--- src/rtl/matrix_loader_pkg.sv ---
// Shared encodings and sizing for the matrix loader: command opcodes,
// controller states and the RAM line geometry.
package matrix_loader_pkg;

    localparam int LINE_BITS  = 256;
    localparam int WORD_BITS  = 32;
    localparam int BEATS      = 8;
    localparam int RD_LATENCY = 2;

    typedef enum logic [1:0] {
        OP_WRITE = 2'b00,
        OP_READ  = 2'b01,
        OP_START = 2'b10,
        OP_STOP  = 2'b11
    } cmd_op_e;

    typedef enum logic [2:0] {
        ST_IDLE,
        ST_WR_COMMIT,
        ST_RD_ADDR,
        ST_RD_WAIT,
        ST_RD_SEND,
        ST_CORE_RST
    } state_e;

endpackage

--- src/rtl/matrix_loader_line_buffer.sv ---
// One RAM line of storage: write beats shift in from the top so beat 0
// ends up in the low word; read data is loaded whole and shifted out low word first.
module line_buffer
    import matrix_loader_pkg::*;
(
    input  logic                 clk,
    input  logic                 rst,
    input  logic                 shift_in,
    input  logic [WORD_BITS-1:0] word_in,
    input  logic                 load,
    input  logic [LINE_BITS-1:0] line_in,
    input  logic                 shift_out,
    output logic [LINE_BITS-1:0] line_out,
    output logic [WORD_BITS-1:0] word_out
);

    logic [LINE_BITS-1:0] line_q, line_d;

    always_comb begin
        line_d = line_q;
        if (load) begin
            line_d = line_in;
        end else if (shift_in) begin
            line_d = {word_in, line_q[LINE_BITS-1:WORD_BITS]};
        end else if (shift_out) begin
            line_d = {{WORD_BITS{1'b0}}, line_q[LINE_BITS-1:WORD_BITS]};
        end
    end

    always_ff @(posedge clk) begin
        if (!rst) begin
            line_q <= '0;
        end else begin
            line_q <= line_d;
        end
    end

    assign line_out = line_q;
    assign word_out = line_q[WORD_BITS-1:0];

endmodule

--- src/rtl/matrix_loader.sv ---
// Host-command front end for a RAM-backed coprocessor: assembles/serialises
// RAM lines and sequences the coprocessor reset/start controls.
//   state      | meaning
//   IDLE       | accepting commands
//   WR_COMMIT  | one-cycle RAM write of the assembled line
//   RD_ADDR    | RAM address presented
//   RD_WAIT    | RAM read latency
//   RD_SEND    | streaming 8 words to the host
//   CORE_RST   | coprocessor held in reset
module matrix_loader
    import matrix_loader_pkg::*;
#(
    parameter int CORE_RST_CYCLES = 8
) (
    input  logic                 clk,
    input  logic                 rst,
    input  logic                 cmd_valid,
    output logic                 cmd_ready,
    input  logic [1:0]           cmd_op,
    input  logic [7:0]           cmd_addr,
    input  logic [31:0]          cmd_data,
    output logic                 rsp_valid,
    input  logic                 rsp_ready,
    output logic [31:0]          rsp_data,
    output logic                 rsp_last,
    output logic [7:0]           mem_address,
    output logic [LINE_BITS-1:0] mem_data,
    output logic                 mem_wren,
    input  logic [LINE_BITS-1:0] mem_q,
    output logic [1:0]           core_op,
    output logic                 core_start,
    output logic                 core_rst_n,
    output logic                 busy,
    output logic                 err
);

    state_e      state_q, state_d;
    logic [2:0]  beat_q, beat_d;
    logic [7:0]  cnt_q, cnt_d;
    logic [7:0]  addr_q, addr_d;
    logic        err_q, err_d;
    logic [1:0]  core_op_q, core_op_d;
    logic        core_start_q, core_start_d;
    logic        core_rst_n_q, core_rst_n_d;
    logic        buf_shift_in, buf_load, buf_shift_out;
    logic [LINE_BITS-1:0] buf_line;
    logic [WORD_BITS-1:0] buf_word;

    line_buffer u_line_buffer (
        .clk       (clk),
        .rst       (rst),
        .shift_in  (buf_shift_in),
        .word_in   (cmd_data),
        .load      (buf_load),
        .line_in   (mem_q),
        .shift_out (buf_shift_out),
        .line_out  (buf_line),
        .word_out  (buf_word)
    );

    always_comb begin
        state_d       = state_q;
        beat_d        = beat_q;
        cnt_d         = cnt_q;
        addr_d        = addr_q;
        err_d         = err_q;
        core_op_d     = core_op_q;
        core_start_d  = core_start_q;
        buf_shift_in  = 1'b0;
        buf_load      = 1'b0;
        buf_shift_out = 1'b0;
        case (state_q)
            ST_IDLE: begin
                if (cmd_valid) begin
                    // Any non-WRITE abandons a partially assembled line.
                    if (cmd_op != OP_WRITE && beat_q != 3'd0) begin
                        err_d  = 1'b1;
                        beat_d = 3'd0;
                    end
                    case (cmd_op)
                        OP_WRITE: begin
                            if (core_start_q) begin
                                err_d = 1'b1;
                            end else begin
                                buf_shift_in = 1'b1;
                                if (beat_q == 3'd0) addr_d = cmd_addr;
                                if (beat_q == 3'(BEATS - 1)) begin
                                    beat_d  = 3'd0;
                                    state_d = ST_WR_COMMIT;
                                end else begin
                                    beat_d = beat_q + 3'd1;
                                end
                            end
                        end
                        OP_READ: begin
                            if (core_start_q) begin
                                err_d = 1'b1;
                            end else begin
                                addr_d  = cmd_addr;
                                state_d = ST_RD_ADDR;
                            end
                        end
                        OP_START: begin
                            core_op_d    = cmd_data[1:0];
                            core_start_d = 1'b1;
                            cnt_d        = 8'(CORE_RST_CYCLES - 1);
                            state_d      = ST_CORE_RST;
                        end
                        OP_STOP: begin
                            core_start_d = 1'b0;
                        end
                    endcase
                end
            end
            ST_WR_COMMIT: state_d = ST_IDLE;
            ST_RD_ADDR: begin
                cnt_d   = 8'(RD_LATENCY - 1);
                state_d = ST_RD_WAIT;
            end
            ST_RD_WAIT: begin
                if (cnt_q == 8'd0) begin
                    buf_load = 1'b1;
                    beat_d   = 3'd0;
                    state_d  = ST_RD_SEND;
                end else begin
                    cnt_d = cnt_q - 8'd1;
                end
            end
            ST_RD_SEND: begin
                if (rsp_ready) begin
                    buf_shift_out = 1'b1;
                    if (beat_q == 3'(BEATS - 1)) begin
                        beat_d  = 3'd0;
                        state_d = ST_IDLE;
                    end else begin
                        beat_d = beat_q + 3'd1;
                    end
                end
            end
            ST_CORE_RST: begin
                if (cnt_q == 8'd0) begin
                    state_d = ST_IDLE;
                end else begin
                    cnt_d = cnt_q - 8'd1;
                end
            end
            default: state_d = ST_IDLE;
        endcase
        core_rst_n_d = (state_d != ST_CORE_RST);
    end

    always_ff @(posedge clk) begin
        if (!rst) begin
            state_q      <= ST_IDLE;
            beat_q       <= 3'd0;
            cnt_q        <= 8'd0;
            addr_q       <= 8'd0;
            err_q        <= 1'b0;
            core_op_q    <= 2'd0;
            core_start_q <= 1'b0;
            core_rst_n_q <= 1'b0;
        end else begin
            state_q      <= state_d;
            beat_q       <= beat_d;
            cnt_q        <= cnt_d;
            addr_q       <= addr_d;
            err_q        <= err_d;
            core_op_q    <= core_op_d;
            core_start_q <= core_start_d;
            core_rst_n_q <= core_rst_n_d;
        end
    end

    // Address is held through the wait states so a registered-address RAM sees it.
    assign mem_address = (state_q == ST_WR_COMMIT || state_q == ST_RD_ADDR ||
                          state_q == ST_RD_WAIT) ? addr_q : 8'd0;
    assign mem_wren    = (state_q == ST_WR_COMMIT);
    assign mem_data    = (state_q == ST_WR_COMMIT) ? buf_line : '0;
    assign cmd_ready   = (state_q == ST_IDLE);
    assign busy        = (state_q != ST_IDLE);
    assign rsp_valid   = (state_q == ST_RD_SEND);
    assign rsp_data    = (state_q == ST_RD_SEND) ? buf_word : 32'd0;
    assign rsp_last    = (state_q == ST_RD_SEND) && (beat_q == 3'(BEATS - 1));
    assign err         = err_q;
    assign core_op     = core_op_q;
    assign core_start  = core_start_q;
    assign core_rst_n  = core_rst_n_q;

endmodule

--- config.mk ---
export PLATFORM = sky130hd
export DESIGN_NAME = matrix_loader
export DESIGN_NICKNAME = d
export VERILOG_FILES = /design/src/rtl/matrix_loader_pkg.sv /design/src/rtl/matrix_loader_line_buffer.sv /design/src/rtl/matrix_loader.sv
export SDC_FILE = /design/constraint.sdc
export NUM_CORES = 1
export LEC_CHECK = 0
export ABC_AREA = 1
export CAP_MARGIN = 40
export CORE_AREA = 3 3 235 237
export DETAILED_ROUTE_END_ITERATION = 12
export DIE_AREA = 0 0 238 240
export GPL_TIMING_DRIVEN = 0
export PLACE_DENSITY = 0.63
export REMOVE_ABC_BUFFERS = 1
export SKIP_CTS_REPAIR_TIMING = 1
export SLEW_MARGIN = 20
export SYNTH_ARGS = -nofsm -noshare
export SYNTH_HDL_FRONTEND = slang
export SYNTH_SLANG_ARGS = --single-unit
--- constraint.sdc ---
create_clock -name clk -period 1.8 [get_ports clk]
set_input_delay 0.27 -clock clk [delete_from_list [all_inputs] [get_ports clk]]
set_output_delay 0.27 -clock clk [all_outputs]
set_load 0.05 [all_outputs]
Word-level counts from Yosys, hierarchy flattened
Index checks and enable logic that the tools add are counted.
{ "totals": {"register_bits": 283, "latchBits": 0, "ram_bits": 0, "mem_bits_ro": 0, "inputBits": 302, "out_inout_bits": 306, "elab_cells": 97, "mem_count": 0} }
{ "classes": {"add_sub_neg": 2, "mul": 0, "n_div": 0, "n_lt_le_gt_ge": 0, "eq_ne": 18, "shift": 0, "muxes": 44, "n_bitwise": 0, "n_reduce_logical": 24} }
{ "op_table": {"columns": ["operator", "n"], "rows": [
  ["256-bit two-way mux", 4],
  ["8-bit two-way mux", 7],
  ["3-bit two-way mux", 15],
  ["32-bit two-way mux", 1],
  ["8-bit one-hot mux with 3 select lines", 1],
  ["3-bit one-hot mux with 3 select lines", 2],
  ["8-bit one-hot mux with 2 select lines", 1],
  ["3-bit one-hot mux with 5 select lines", 1],
  ["3-bit nonzero test", 5],
  ["2-bit != test (second input constant)", 6],
  ["1-bit two-way mux", 11],
  ["3-bit == test (second input constant)", 3],
  ["8-bit zero test", 1],
  ["4-bit AND reduction", 2],
  ["8-bit by 1-bit subtractor with 8-bit output (second input constant)", 1],
  ["3-bit by 2-bit == test with 1-bit output (second input constant)", 2],
  ["3-bit zero test", 2],
  ["3-bit AND reduction", 2],
  ["6-bit AND reduction", 1],
  ["2-bit nonzero test", 3],
  ["2-bit == test (second input constant)", 2],
  ["2-bit by 1-bit != test with 1-bit output (second input constant)", 2],
  ["2-bit OR reduction", 2],
  ["3-bit by 1-bit adder with 3-bit output (second input constant)", 1],
  ["8 further kinds", 10]
]} }

Longest topological paths before layout
{ "depth": {"ltp_word": 7, "mapped_depth": 11, "depth_no_buf": 10} }

Cells and area by module
A second synthesis with hierarchy kept.
{ "hier_totals": {"hier_cells": 2843, "hier_area_um2": 16507.1} }
{ "modules_own_cells": {"columns": ["module", "n_inst", "cells_per_inst", "area_each_um2", "seq_area_each_um2"], "rows": [
  ["line_buffer", 1, 1996, 12605.8, 5124.9],
  ["matrix_loader", 1, 847, 3901.2, 540.5]
]} }

Least setup slack after synthesis
Ideal clock, no wire load.
{ "synth_timing": {"path_kind": "register to output", "from": "register state_q[0]", "to": "output port mem_data[215]", "arrival_ns": 2.489, "t_required_ns": 1.530, "setup_slack_ns": -0.959, "stages_incl_launch_ff": 8, "path_buffers": 3, "cell_sequence": "dfxtp_1 buf_2 nand2_1 nor2_1 inv_1 clkbuf_1 buf_1 nor2_1"} }
{ "synth_via": {"elab_chain_cells": 2} }
{ "synth_rtl": {"columns": ["element", "line", "source"], "rows": [
  ["from (decl)", "matrix_loader.sv:37", "state_e state_q, state_d;"],
  ["from (signal assigned)", "matrix_loader.sv:163", "state_q <= state_d;"],
  ["3-bit by 1-bit == test with 1-bit output", null, null],
  ["named net mem_wren", "matrix_loader.sv:28", "output logic mem_wren,"],
  ["256-bit two-way mux", "matrix_loader.sv:178", "assign mem_data = (state_q == ST_WR_COMMIT) ? buf_line : '0;"],
  ["to (decl)", "matrix_loader.sv:27", "output logic [LINE_BITS-1:0] mem_data,"]
]} }
The timed path passes the listed nets, and every way through them passes these cells.

Final worst setup path
{ "layout_timing": {"from": "register state_q[2]", "to": "output port rsp_data[28]"} }
{ "layout_via": {"elab_chain_cells": 2} }
{ "layout_rtl": {"columns": ["element", "line", "source"], "rows": [
  ["3-bit == test", "matrix_loader.sv:182", "assign rsp_data = (state_q == ST_RD_SEND) ? buf_word : 32'd0;"],
  ["32-bit two-way mux", "matrix_loader.sv:182", null],
  ["to (decl)", "matrix_loader.sv:24", "output logic [31:0] rsp_data,"]
]} }
No other way between the ends.

==> summary.md <==
| Metric | Value |
|---|---|
| Xor and xnor area share after synthesis | 0.000542 |
| Gate family responsible for the most delay along the worst path | buffers and inverters |
| RSZ-0062 raised after global routing | true |
| Routability Congestion | 0.852 |
| Root Driver | clkbuf_16 |
| Slowest stage delay, CP | 0.42 ns |
| HPWL after DPL | 45100 µm |
| Simple-Gate Fraction of Synth Area | 0.421 |
| WP data required | 1.53 ns |
| Multi-input gate area | 8890 µm² |
| Synth unique cells | 26 |
| Max stage delay cell, worst path | dfxtp_2 |
| CP bufs+invs | 4 |
| Drt drc | 0 |
| Post-Synth Adder-Cell Area | 0.00310 |
| Storage element area | 5680 µm² |
| Routed vias/inst | 4.86 |
| Multiplexer share of the synthesized area | 0 |
| Full die area | 57100 µm² |
| Slew HR | 0.535 |
| Yosys reg bits | 283 |
| Non-filler instance count after layout | 4133 |
| Total Power | 21.7 mW |
| Rows | 85 |
| CTS tree | yes |
| DRT iter0 DRCs | 1639 |
| Worst skew pair latency | 0.54 ns |
| Initial Util | 0.302 |
| Status | complete, but fails checks |
| Largest net degree at the start of global routing | 157 |
| Worst slack at placement | -2.65 ns |
| I/O Pins | 608 |
| Antenna violations before repair | 6 |
| Tmin final | 2.37 ns |
| Worst-margin pin slew | 0.698 ns |
| CTS sink cnt | 283 |
| Element type at the critical path start | flop |
| Setup Skew | 0.0136 ns |
| Synth top area share | 0.350 |
| P_leak | 13.2 nW |
| Final core occ | 0.491 |
| CP arrival | 2.10 ns |
| Crit share post-route | 1.32 |
| Clock slew at reported path FFs | 0.06 ns |
| Fin Setup TNS | -263.63 ns |
| Maximum VDD drop | 0.767 mV |
| # setup viols final | 578 |
| Commonest cells after routing, fill and taps aside | nor2_1 (757), nand2_1 (563), clkdlybuf4s50_1 (305) |
| Final Hold Viols | 0 |
| First-pass GRT wire length | 99100 µm |
| Total core area | 53500 µm² |
| Cell Pwr Density | 824 nW/µm² |
| Post-route ant nets | 0 |
| Ranking of synthesized cells by area | dfxtp_1 (35%), nor2_1 (19%), nand2_1 (13%) |
| Compound-cell area share of the yosys netlist | 0.0948 |
| Mapped Area | 16200 µm² |
| Routed WL | 83300 µm |
| Pre-antenna DRT Iters | 5 |
| Vias in the first global route | 16600 |
| Failing checks | setup timing |
| Area delta synth->final | 62.6% |
| Die Width | 238 µm |
| Crit path cell chain | inv_2, nor2_4, inv_4, buf_16, nor2_2, buf_4 |
| I/O Buffers | 607 |
| FMAX | 421 MHz |
| Seq/Total Area, Yosys | 0.350 |
| Max Slew Vio Count | 0 |
| Inst Count DP | 3931 |
| Mean Syn Cell Area | 5.78 µm² |
| Largest family of logic cells by synthesized area | simple AND/OR/NAND/NOR gates |
| Mapped Cells | 2796 |
| Filler cell count | 5515 |
| H-tree depth | 2 |
| Max-Cap Viols | 0 |
| Post-synth top area cell | dfxtp_1 |
| GRT Total Usage | 0.218 |
| Grt total ovfl | 0 |
| Share of cells above drive strength 1 | 0.179 |
| Max Buffers Root-to-Sink | 3 |
| Fin worst setup slack | -0.573 ns |
| CTS Buf Count | 37 |
| Total number of yosys warnings | 0 |
| Die Span Y | 240 µm |
| Worst-path maximum fanout | 18 |
| Min-Delay Path Class | in2reg |
| Avg WL per Cell | 20.1 µm |
| Most common cell after layout, fill and taps aside | nor2_1 |
| Critical path class | reg2out |
| Final #Nets | 3710 |
| Total number of vias | 20100 |
| Worst setup EP type | output port |
-- through the flow --
step	hold slack, ns	cell area [µm²]
after floorplan	0.368	15200
after global placement	0.444	22100
after detailed placement	0.446	23000
after CTS	-0.00938	24300
after global routing	0.0186	26300
final	0.0364	26300
-- cells by family after synthesis --
family / after synthesis
AOI/OAI and AO/OA: 306
xor gates and xnor gates: 1
adders and majority gates: 4
buffers and inverters: 505
DFF: 283
and+or+nand+nor: 1697
-- power breakdown --
group	leakage, nW	total, mW	switching (mW)	internal, mW
registers	2.32	7.35	0.470	6.88
clock network	0.613	7.61	3.00	4.61
logic	10.3	6.71	3.94	2.78
-- worst paths after layout --
kind              start                     endpoint  slack [ns]  cells past startpoint
min reg2reg   addr_q[6]                    addr_q[6]        0.45                      2
min                 rst  u_line_buffer.line_out[226]        0.04                      3
max          state_q[2]                 rsp_data[28]       -0.57                      6
max reg2reg    cnt_q[5]  u_line_buffer.line_out[229]       -0.54                     14
-- cell usage after synthesis --
| cell type | instances |
|---|---|
| nand4_1 | 10 |
| nand3_4 | 1 |
| buf_2 | 105 |
| nor2_1 | 832 |
| nor3_1 | 3 |
| nand2_2 | 6 |
| nand3_1 | 273 |
| clkbuf_1 | 67 |
| inv_4 | 1 |
| and2_1 | 1 |
| ha_1 | 4 |
| clkinv_1 | 1 |
| nor2_2 | 3 |
| buf_1 | 10 |
| o21ai_0 | 272 |
| buf_6 | 2 |
| a21oi_1 | 31 |
| nor2_4 | 3 |
| a31oi_1 | 1 |
| xor2_1 | 1 |
| dfxtp_1 | 283 |
| buf_4 | 17 |
| nand2_1 | 565 |
| inv_1 | 298 |
| inv_2 | 4 |
| o21ai_1 | 2 |
-- cell type report --
| class | instances | area share |
|---|---|---|
| Timing Repair Buffer | 754 | 0.313 |
| Clock buffer | 55 | 0.0431 |
| Timing Repair inverter | 11 | 0.00681 |
| Antenna cell | 9 | 0.000857 |
| Sequential cell | 283 | 0.216 |
| Multi-Input combinational cell | 2013 | 0.338 |
| Inverter | 304 | 0.0448 |
| Clock inverter | 8 | 0.00357 |
| Tap cell | 696 | 0.0331 |
-- registers in the layout (all words and copies together), names as in the netlist --
name	count
state_q	3
core_rst_n	1
err	1
cnt_q	8
addr_q	8
core_start	1
u_line_buffer.line_out	256
core_op	2
beat_q	3
-- worst min-delay path, delay by kind of cell --
family | cells | cell delay, ns
buf+inv | 1 | 0.13
simple gates | 1 | 0.04
compound gates | 1 | 0.08
-- metal layers --
metal	share of wire	GRT usage	up-vias
met4	0.038	0.0845	0
met1	0.41	0.288	9291
met2	0.48	0.359	808
li1	-	-	9841
met3	0.073	0.0323	155
met5	0	0	-
Note: power is estimated with default switching activity, not from simulation.
